==> src/rtl/wta_pkg.sv <==
// Shared types and helpers for the winner-take-all scan controller.
// WTA_UNIQUENESS_EN enables second-minimum tracking and out_unique.
package wta_pkg;

   localparam int COST_W = 16;
   localparam int DISP_W = 6;

   typedef enum logic [1:0] {
      IDLE,
      SCAN,
      DONE
   } state_t;

   function automatic logic [COST_W-1:0] sat_add4(
      input logic [COST_W-1:0] a,
      input logic [COST_W-1:0] b,
      input logic [COST_W-1:0] c,
      input logic [COST_W-1:0] d
   );
      logic [COST_W+1:0] s;
      s = {2'b00, a} + {2'b00, b} + {2'b00, c} + {2'b00, d};
      if (s > {2'b00, {COST_W{1'b1}}})
         return {COST_W{1'b1}};
      return s[COST_W-1:0];
   endfunction

endpackage

==> src/rtl/wta_scan_ctrl_if.sv <==
// Pixel-in / disparity-out handshake bundle for wta_scan_ctrl.
// out_unique exists only when WTA_UNIQUENESS_EN is defined.
interface wta_scan_ctrl_if #(
   parameter int MAX_DISP = 16
);
   import wta_pkg::*;

   logic                       in_valid;
   logic                       in_ready;
   logic [MAX_DISP*COST_W-1:0] path1_cost_flat;
   logic [MAX_DISP*COST_W-1:0] path2_cost_flat;
   logic [MAX_DISP*COST_W-1:0] path3_cost_flat;
   logic [MAX_DISP*COST_W-1:0] path4_cost_flat;
   logic                       out_valid;
   logic                       out_ready;
   logic [DISP_W-1:0]          best_disparity;
   logic [COST_W-1:0]          min_energy;
   logic                       busy;
`ifdef WTA_UNIQUENESS_EN
   logic                       out_unique;
`endif

   modport master (
`ifdef WTA_UNIQUENESS_EN
      input  out_unique,
`endif
      output in_valid,
      output path1_cost_flat,
      output path2_cost_flat,
      output path3_cost_flat,
      output path4_cost_flat,
      output out_ready,
      input  in_ready,
      input  out_valid,
      input  best_disparity,
      input  min_energy,
      input  busy
   );

   modport slave (
`ifdef WTA_UNIQUENESS_EN
      output out_unique,
`endif
      input  in_valid,
      input  path1_cost_flat,
      input  path2_cost_flat,
      input  path3_cost_flat,
      input  path4_cost_flat,
      input  out_ready,
      output in_ready,
      output out_valid,
      output best_disparity,
      output min_energy,
      output busy
   );

endinterface

==> src/rtl/wta_lane_reduce.sv <==
// Combinational LANES-wide min reduction; lower lane index wins ties.
// WTA_UNIQUENESS_EN adds second-minimum tracking.
module wta_lane_reduce
   import wta_pkg::*;
#(
   parameter int LANES = 4
) (
   input  logic [LANES-1:0][COST_W-1:0] energy,
   input  logic [DISP_W-1:0]            base,
   input  logic [COST_W-1:0]            min_in,
   input  logic [DISP_W-1:0]            best_in,
`ifdef WTA_UNIQUENESS_EN
   input  logic [COST_W-1:0]            second_in,
   output logic [COST_W-1:0]            second_out,
`endif
   output logic [COST_W-1:0]            min_out,
   output logic [DISP_W-1:0]            best_out
);

   always_comb begin
      min_out  = min_in;
      best_out = best_in;
`ifdef WTA_UNIQUENESS_EN
      second_out = second_in;
`endif
      for (int i = 0; i < LANES; i++) begin
         if (energy[i] < min_out) begin
`ifdef WTA_UNIQUENESS_EN
            // the displaced minimum becomes a non-winner candidate
            second_out = min_out;
`endif
            min_out  = energy[i];
            best_out = base + DISP_W'(i);
         end
`ifdef WTA_UNIQUENESS_EN
         else if (energy[i] < second_out) begin
            second_out = energy[i];
         end
`endif
      end
   end

endmodule

==> src/rtl/wta_scan_ctrl.sv <==
// Time-multiplexed WTA scheduler: captures four path-cost vectors and
// scans LANES disparities per cycle. Optional macro: WTA_UNIQUENESS_EN.
module wta_scan_ctrl
   import wta_pkg::*;
#(
   parameter int MAX_DISP    = 16,
   parameter int LANES       = 4,
   parameter int UNIQ_MARGIN = 8
) (
   input logic           clk,
   input logic           rst,
   wta_scan_ctrl_if.slave bus
);

   localparam int NB = MAX_DISP / LANES;
   localparam int BW = (NB > 1) ? $clog2(NB) : 1;
   localparam int IW = $clog2(MAX_DISP);

   state_t state;
   state_t state_nx;

   logic [MAX_DISP-1:0][COST_W-1:0] cap1;
   logic [MAX_DISP-1:0][COST_W-1:0] cap2;
   logic [MAX_DISP-1:0][COST_W-1:0] cap3;
   logic [MAX_DISP-1:0][COST_W-1:0] cap4;

   logic [BW-1:0]                beat;
   logic [DISP_W-1:0]            base;
   logic [LANES-1:0][COST_W-1:0] energy;
   logic [COST_W-1:0]            run_min;
   logic [COST_W-1:0]            nx_min;
   logic [DISP_W-1:0]            run_best;
   logic [DISP_W-1:0]            nx_best;
`ifdef WTA_UNIQUENESS_EN
   logic [COST_W-1:0]            run_second;
   logic [COST_W-1:0]            nx_second;
`endif

   logic accept;
   logic last;
   logic hand;

   assign accept = bus.in_valid && (state == IDLE);
   assign last   = (beat == BW'(NB - 1));
   assign hand   = (state == DONE) && bus.out_ready;
   assign base   = DISP_W'(beat) * DISP_W'(LANES);

   // state register
   always_ff @(posedge clk) begin
      if (rst)
         state <= IDLE;
      else
         state <= state_nx;
   end

   // next-state logic
   always_comb begin
      state_nx = state;
      unique case (state)
         IDLE: if (bus.in_valid) state_nx = SCAN;
         SCAN: if (last) state_nx = DONE;
         DONE: if (hand) state_nx = IDLE;
         default: state_nx = IDLE;
      endcase
   end

   // handshake outputs
   always_comb begin
      bus.in_ready  = (state == IDLE);
      bus.out_valid = (state == DONE);
      bus.busy      = (state != IDLE);
   end

   always_ff @(posedge clk) begin
      if (accept) begin
         cap1 <= bus.path1_cost_flat;
         cap2 <= bus.path2_cost_flat;
         cap3 <= bus.path3_cost_flat;
         cap4 <= bus.path4_cost_flat;
      end
   end

   always_comb begin
      energy = '0;
      for (int i = 0; i < LANES; i++) begin
         energy[i] = sat_add4(cap1[IW'(base) + IW'(i)],
                              cap2[IW'(base) + IW'(i)],
                              cap3[IW'(base) + IW'(i)],
                              cap4[IW'(base) + IW'(i)]);
      end
   end

   wta_lane_reduce #(
      .LANES(LANES)
   ) u_reduce (
      .energy    (energy),
      .base      (base),
      .min_in    (run_min),
      .best_in   (run_best),
`ifdef WTA_UNIQUENESS_EN
      .second_in (run_second),
      .second_out(nx_second),
`endif
      .min_out   (nx_min),
      .best_out  (nx_best)
   );

   always_ff @(posedge clk) begin
      if (rst) begin
         beat               <= '0;
         run_min            <= '1;
         run_best           <= '0;
         bus.best_disparity <= '0;
         bus.min_energy     <= '1;
`ifdef WTA_UNIQUENESS_EN
         run_second         <= '1;
         bus.out_unique     <= 1'b0;
`endif
      end else if (accept) begin
         beat     <= '0;
         run_min  <= '1;
         run_best <= '0;
`ifdef WTA_UNIQUENESS_EN
         run_second <= '1;
`endif
      end else if (state == SCAN) begin
         beat     <= last ? '0 : beat + 1'b1;
         run_min  <= nx_min;
         run_best <= nx_best;
`ifdef WTA_UNIQUENESS_EN
         run_second <= nx_second;
`endif
         if (last) begin
            bus.best_disparity <= nx_best;
            bus.min_energy     <= nx_min;
`ifdef WTA_UNIQUENESS_EN
            bus.out_unique <=
               (nx_second - nx_min) >= COST_W'(UNIQ_MARGIN);
`endif
         end
      end
   end

endmodule
==> src/flat_wrapper.sv <==
// flat-port wrapper written by rule: the top's interface ports become plain ports
module wta_scan_ctrl_flat import wta_pkg::*;
#(
   parameter int MAX_DISP    = 16,
   parameter int LANES       = 4,
   parameter int UNIQ_MARGIN = 8
)
  (clk, rst, bus_in_valid, bus_path1_cost_flat, bus_path2_cost_flat, bus_path3_cost_flat, bus_path4_cost_flat, bus_out_ready, bus_in_ready, bus_out_valid, bus_best_disparity, bus_min_energy, bus_busy);
  wta_scan_ctrl_if #(.MAX_DISP(MAX_DISP)) bus_i ();
  input logic clk;
  input logic rst;
  input wire logic [$bits(bus_i.in_valid)-1:0] bus_in_valid;
  input wire logic [$bits(bus_i.path1_cost_flat)-1:0] bus_path1_cost_flat;
  input wire logic [$bits(bus_i.path2_cost_flat)-1:0] bus_path2_cost_flat;
  input wire logic [$bits(bus_i.path3_cost_flat)-1:0] bus_path3_cost_flat;
  input wire logic [$bits(bus_i.path4_cost_flat)-1:0] bus_path4_cost_flat;
  input wire logic [$bits(bus_i.out_ready)-1:0] bus_out_ready;
  output wire logic [$bits(bus_i.in_ready)-1:0] bus_in_ready;
  output wire logic [$bits(bus_i.out_valid)-1:0] bus_out_valid;
  output wire logic [$bits(bus_i.best_disparity)-1:0] bus_best_disparity;
  output wire logic [$bits(bus_i.min_energy)-1:0] bus_min_energy;
  output wire logic [$bits(bus_i.busy)-1:0] bus_busy;
  assign bus_i.in_valid = bus_in_valid;
  assign bus_i.path1_cost_flat = bus_path1_cost_flat;
  assign bus_i.path2_cost_flat = bus_path2_cost_flat;
  assign bus_i.path3_cost_flat = bus_path3_cost_flat;
  assign bus_i.path4_cost_flat = bus_path4_cost_flat;
  assign bus_i.out_ready = bus_out_ready;
  assign bus_in_ready = bus_i.in_ready;
  assign bus_out_valid = bus_i.out_valid;
  assign bus_best_disparity = bus_i.best_disparity;
  assign bus_min_energy = bus_i.min_energy;
  assign bus_busy = bus_i.busy;
  wta_scan_ctrl #(.MAX_DISP(MAX_DISP), .LANES(LANES), .UNIQ_MARGIN(UNIQ_MARGIN)) u_core (.clk(clk), .rst(rst), .bus(bus_i));
endmodule
==> config.mk <==
export PLATFORM = sky130hd
export DESIGN_NAME = wta_scan_ctrl_flat
export DESIGN_NICKNAME = d
export VERILOG_FILES = /design/src/rtl/wta_pkg.sv /design/src/rtl/wta_scan_ctrl_if.sv /design/src/rtl/wta_lane_reduce.sv /design/src/rtl/wta_scan_ctrl.sv /design/src/flat_wrapper.sv
export SDC_FILE = /design/constraint.sdc
export NUM_CORES = 1
export LEC_CHECK = 0
export CELL_PAD_IN_SITES_DETAIL_PLACEMENT = 1
export CELL_PAD_IN_SITES_GLOBAL_PLACEMENT = 1
export CORE_AREA = 2 2 414 416
export CTS_CLUSTER_DIAMETER = 120
export DETAILED_ROUTE_END_ITERATION = 12
export DIE_AREA = 0 0 416 418
export HOLD_SLACK_MARGIN = 0.02
export PLACE_DENSITY_LB_ADDON = 0.25
export SLEW_MARGIN = 20
export SYNTH_ARGS = -nofsm -noshare
export SYNTH_HDL_FRONTEND = slang
export SYNTH_SLANG_ARGS = --single-unit
==> constraint.sdc <==
create_clock -name clk -period 36.5 [get_ports clk]
set_input_delay 5.475 -clock clk [delete_from_list [all_inputs] [get_ports clk]]
set_output_delay 5.475 -clock clk [all_outputs]
set_load 0.05 [all_outputs]
; Word-level counts from Yosys, hierarchy flattened
; Index checks and enable logic that the tools add are counted.
[classes]
addsub = 19
muxes = 57
n_reduce_logical = 7
bitwise = 1
n_eq_ne = 6
order_cmp = 12
[ops]
columns = cell, count
row1 = binary-select mux 16 bit (select 4 bit), 12
row2 = two-way mux 16 bit, 28
row3 = adder 18 x 16 -> 18 bit, 8
row4 = binary-select mux 16 bit (select 2 bit), 4
row5 = greater-than comparator 18 x 16 -> 1 bit (second input constant), 4
row6 = adder 16 x 16 -> 17 bit, 4
row7 = < comparator 16 bit, 4
row8 = two-way mux 6 bit, 4
row9 = < comparator 4 x 5 -> 1 bit (second input constant), 4
row10 = adder 4 x 2 -> 5 bit (second input constant), 2
row11 = adder 4 x 2 -> 4 bit (second input constant), 2
row12 = two-way mux 2 bit, 4
row13 = case mux 2 bit (3 select lines), 1
row14 = AND reduction 3 bit, 2
row15 = adder 4 x 1 -> 5 bit (second input constant), 1
row16 = adder 4 x 1 -> 4 bit (second input constant), 1
row17 = == test 2 bit (second input constant), 2
row18 = two-way mux 1 bit, 4
row19 = != test 2 x 1 -> 1 bit (second input constant), 2
row20 = adder 2 x 1 -> 2 bit (second input constant), 1
row21 = == test 2 x 1 -> 1 bit (second input constant), 1
row22 = logical AND 1 bit, 2
row23 = zero test 2 bit, 1
row24 = != test 2 bit (second input constant), 1
row25 = 3 further kinds, 3
[totals]
elab_cells = 172
in_bits = 1028
ff_bits = 1072
output_inout_bits = 25

; Logic depth before layout (Yosys ltp)
[logic_depth]
word_depth = 16
mapped_depth = 81
ltp_nobuf = 71

; Hierarchy
; From an unflattened synthesis, not the netlist that was laid out.
[unflattened]
hier_cells = 2908
area_unflattened_um2 = 48576.6
[modules_own_cells]
columns = mod, seq_area_each_um2, instances, cells_each, area_each_um2
row1 = wta_scan_ctrl, 31710.4, 1, 2498, 45671.3
row2 = wta_lane_reduce, 0.0, 1, 410, 2905.3

; Worst setup path after synthesis
; No wires, ideal clock.
[synth_timing]
path_kind = input port to flip-flop
start = input port bus_in_valid
end = register u_core.run_min[11]
slack_ps = 5095
setup_time_ps = 59
required_ps = 36441
stages = 7
arrival_time_ps = 31346
path_buffers = 2
cell_sequence = and2_1 or2_2 clkbuf_1 clkbuf_1 nor3_1 a31oi_1 o31a_1
[synth_between]
elab_chain_cells = 2
[synth_lines]
columns = element, line
row1 = from (decl), flat_wrapper.sv:12  ; input wire logic [$bits(bus_i.in_valid)-1:0] bus_in_valid;
row2 = logical AND 1 bit, wta_scan_ctrl.sv:43  ; assign accept = bus.in_valid && (state == IDLE);
row3 = OR reduction 2 bit (no line), n/a
row4 = to (signal assigned), wta_scan_ctrl.sv:128  ; run_min <= nx_min;
row5 = to (decl), wta_scan_ctrl.sv:30  ; logic [COST_W-1:0] run_min;
; Every way passes these cells.
; A chain may end at the register's enable or synchronous reset.

; Final worst setup path
[layout_timing]
start = register u_core.beat[0]
end = register u_core.bus.min_energy[14]
[layout_between]
elab_chain_cells = 16
elab_cells_between_ends = 69
classes_between = add/sub: 15 / order compare: 8 / eq/ne: 1 / mux: 44 / reduce/logical: 1
[layout_lines]
columns = element, line
row1 = from (decl), wta_scan_ctrl.sv:27  ; logic [BW-1:0] beat;
row2 = from (signal assigned), wta_scan_ctrl.sv:127  ; beat <= last ? '0 : beat + 1'b1;
row3 = "binary-select mux 16 bit (select 2 bit), on equally long branches", "wta_scan_ctrl.sv:86, wta_scan_ctrl.sv:87"
row4 = "two-way mux 16 bit, on equally long branches", "wta_scan_ctrl.sv:86, wta_scan_ctrl.sv:87"
row5 = adder 16 x 16 -> 17 bit, wta_pkg.sv:21  ; s = {2'b00, a} + {2'b00, b} + {2'b00, c} + {2'b00, d};
row6 = adder 18 x 16 -> 18 bit (2 in series), wta_pkg.sv:21
row7 = greater-than comparator 18 x 16 -> 1 bit, wta_pkg.sv:22  ; if (s > {2'b00, {COST_W{1'b1}}})
row8 = two-way mux 1 bit, wta_pkg.sv:22
row9 = two-way mux 16 bit, wta_pkg.sv:24  ; return s[COST_W-1:0];
row10 = < comparator 16 bit, wta_lane_reduce.sv:27  ; if (energy[i] < min_out) begin
row11 = two-way mux 16 bit, wta_lane_reduce.sv:27
row12 = < comparator 16 bit, wta_lane_reduce.sv:27
row13 = two-way mux 16 bit, wta_lane_reduce.sv:27
row14 = < comparator 16 bit, wta_lane_reduce.sv:27
row15 = two-way mux 16 bit, wta_lane_reduce.sv:27
row16 = < comparator 16 bit, wta_lane_reduce.sv:27
row17 = two-way mux 16 bit, wta_lane_reduce.sv:27
row18 = to (signal assigned), wta_scan_ctrl.sv:135  ; bus.min_energy <= nx_min;
row19 = to (decl), wta_scan_ctrl_if.sv:53  ; output min_energy,
; Several ways; a longest one is shown, not always the timed one. The select of a mux whose other input is x is not followed.

==> qor.yml <==
mappedNetlistArea_sq_mm: 0.0478
detailedRoute.firstPassIterationCount: 5
max_slew_margin: 0.283
drcViolationCount: 0
die_area_sq_mm: 0.174
grt-busiest-layer: "met2"
ratio_of_routed_vias_to_standard_cells: 4.66
preCtsSetupSlack_ns: 18.04
ys_seq_area_frac: 0.663
synth.area.top_cells: "sky130_fd_sc_hd__edfxtp_1 64%, sky130_fd_sc_hd__mux4_2 12%, sky130_fd_sc_hd__ha_1 4.9%"
cts_setup_buffers: 0
layout.nets: 5129
synthesis.nets: 4009
post_cts_resized: 0
root_buffer: "sky130_fd_sc_hd__clkbuf_16"
n_fill_cell: 16982
timing.final.max_slew_violations: 0
signal_arrival_time_at_the_worst_endpoint_ns: 18.83
netlist_instances: 2722
worst_ir_drop_vdd_uv: 300
timing.setup.tns_ns: 0
fin_cells: 6174
hold_viol_final: 0
pin_count: 1053
detail_route.wirelength_um: 168000
routedWlPerCell_um: 27.2
timing_worst_slew_pin_value_ns: 1.08
synthesis.yosys.warnings: 0
syn2layout_area_growth_pct: 36.3
timing.final.crit_share: 0.498
die_span_in_y_um: 418
postCtsHoldBufs: 0
drt.antenna.violating_nets: 0
critical_path.endpoint_type: "flop"
crit_path_top_delay_cell: "sky130_fd_sc_hd__o21ai_2"
portBuffers: 1052
grt_start_max_net_pins: 181
power_per_cell_area_mw_per_mm2: 85.4
synth.largest_area_cell: "sky130_fd_sc_hd__edfxtp_1"
drt-initial-drc-count: 1688
path_max_fanout: 32
cellLeakagePower_nw: 22.7
ys_async_sr_fraction: 0
num_rows: 151
tritoncts_clock_tree: "built"
gr-usage-met2: 0.339
grt_first_pass_wirelength_um: 233000
max_freq_mhz: 55.0
timing.critical_path.slowest_cell_delay_ns: 0.82
hold_class: "reg2reg"
worstSetupStartpointType: "flop"
grt_met3_usage: 0.0499
die_x_um: 416
max_cap_viol_count: 0
htree_levels: 4
grt_use_met1: 0.223
core_area_sq_mm: 0.169
worst_clock_skew_ns: 0.0396
grt_antenna_before_repair: 44
clk-insertion-delay-late_ns: 0.79
critPathKind: "reg2reg"
clkSinkCount: 1072
initial_utilization: 0.283
critical-path-top-delay-family: "compound AO/OA/AOI/OAI gates"
synth_enable_flop_cells: 1024
postSynthRegisterBits: 1072
postLayoutSetupSlackWorst_ns: 18.31
synth_top_area_frac: 0.643
first_global_vias: 31507
vias: 28768
hpwl_um: 132000
outcome: "finished clean"
gp_congestion: 0.830
critical_path.n_buffers_inverters: 7
cts_inserted_buffers: 130
yosys.cell_count.top_type: "sky130_fd_sc_hd__edfxtp_1"
syn_avg_cell_area_sq_um: 17.6
worstPathRequired_ns: 37.13
setup_viol_count_final: 0
setup_repair_after_global_routing_missed_its_margin: "no"
dp.cells: 5928
clock_path_buffers: 3
fraction_of_layout_instances_using_a_drive_strength_above_1: 0.126
timing.final.crit_period_ns: 18.19
clkTransAtPathRegs_ns: 0.06
synth_ff_type: "sky130_fd_sc_hd__edfxtp_1"
groute.usage.overall: 0.190
synth_cell_types: 70
yosys-top-cells-count: "1024 x sky130_fd_sc_hd__edfxtp_1, 256 x sky130_fd_sc_hd__mux4_2, 187 x sky130_fd_sc_hd__ha_1"
finalHoldWorstSlack_ns: 0.451
globalRouteOverflowTotal: 0
[registers in the layout, indices dropped and copies added (netlist names)]
name,cells
u_core.cap3,256
u_core.beat,2
u_core.cap4,256
u_core.bus.min_energy,16
u_core.cap2,256
u_core.run_best,6
u_core.run_min,16
u_core.bus.best_disparity,6
u_core.state,2
u_core.cap1,256
[per-layer routing]
metal / vias up / wire [um]
met4: 44 / 3330
met5: - / 267
met2: 806 / 88000
met3: 207 / 9780
met1: 14673 / 66400
li1: 13038 / -
[cell type report]
cell class	count	area, sq um	area share
Tap cell	2218	2780	0.0426
Antenna cell	16	40.0	0.000615
Sequential cell	1072	31700	0.487
Inverter	169	634	0.00974
Timing Repair Buffer	1078	10800	0.166
Clock inverter	70	663	0.0102
Multi-Input combinational cell	1391	15100	0.232
Clock buffer	160	3410	0.0523
[worst min-delay path, stage by stage, from the launching register on]
cell,delay (ns)
sky130_fd_sc_hd__dfxtp_1,0.31
sky130_fd_sc_hd__nand2_1,0.05
sky130_fd_sc_hd__a21oi_1,0.05
[cell usage in the layout, fill, tap and decap left out, types with 22 or more instances in the layout]
cell and count:
sky130_fd_sc_hd__nor2_1 90, sky130_fd_sc_hd__a211oi_1 23, sky130_fd_sc_hd__clkbuf_1 28, sky130_fd_sc_hd__nand3_1 26
sky130_fd_sc_hd__nand4_1 22, sky130_fd_sc_hd__fa_1 72, sky130_fd_sc_hd__nor3_1 52, sky130_fd_sc_hd__clkbuf_16 132
sky130_fd_sc_hd__o21bai_1 30, sky130_fd_sc_hd__ha_1 187, sky130_fd_sc_hd__a21o_1 43, sky130_fd_sc_hd__edfxtp_1 1024
sky130_fd_sc_hd__mux2i_1 29, sky130_fd_sc_hd__nand2_1 72, sky130_fd_sc_hd__dfxtp_1 46, sky130_fd_sc_hd__clkdlybuf4s50_1 1052
sky130_fd_sc_hd__clkinv_1 25, sky130_fd_sc_hd__o21ai_0 49, sky130_fd_sc_hd__mux4_2 256, sky130_fd_sc_hd__xnor2_1 65
sky130_fd_sc_hd__inv_1 169, sky130_fd_sc_hd__a21oi_1 125, sky130_fd_sc_hd__xor2_1 37
[where the power goes]
part / switching [mW] / internal (mW)
Sequential: 0.0282 / 1.44
Combinational: 1.72 / 1.12
Clock: 0.542 / 0.708
[logic make-up (layout without fill, tap and decap cells)]
family / Yosys count / in the layout / share of synthesized area
flip-flops: 1072 / 1072 / 0.663
AO/OA/AOI/OAI: 380 / 380 / 0.0512
AND/OR/NAND/NOR: 349 / 349 / 0.0359
multiplexers: 300 / 300 / 0.130
adder cells (fa/ha/maj): 260 / 260 / 0.0793
buffers and inverters: 259 / 1477 / 0.0212
XOR/XNOR: 102 / 102 / 0.0187
other: 0 / 16 / 0
[final timing paths]
path	startpoint	end	slack (ns)	depth (start not counted)
worst max-delay path	u_core.beat[0]$_SDFFE_PP0P_	u_core.bus.min_energy[14]$_SDFFE_PP1P_	18.31	68
worst min register to register	u_core.bus.best_disparity[4]$_SDFFE_PP0P_	u_core.bus.best_disparity[4]$_SDFFE_PP0P_	0.45	2
worst max register to register	u_core.beat[0]$_SDFFE_PP0P_	u_core.bus.min_energy[14]$_SDFFE_PP1P_	18.31	68
worst min-delay path	u_core.bus.best_disparity[4]$_SDFFE_PP0P_	u_core.bus.best_disparity[4]$_SDFFE_PP0P_	0.45	2
[per-stage QoR]
step	area (sq um)	total power [mW]	utilization
after floorplan	47800	3.62	-
after global placement	61000	4.31	0.361
final	65100	5.56	0.385
after CTS	65100	5.62	0.385
after global routing	65100	5.97	0.385
after detailed placement	61000	4.34	0.361
(Power assumes the default switching activity.)
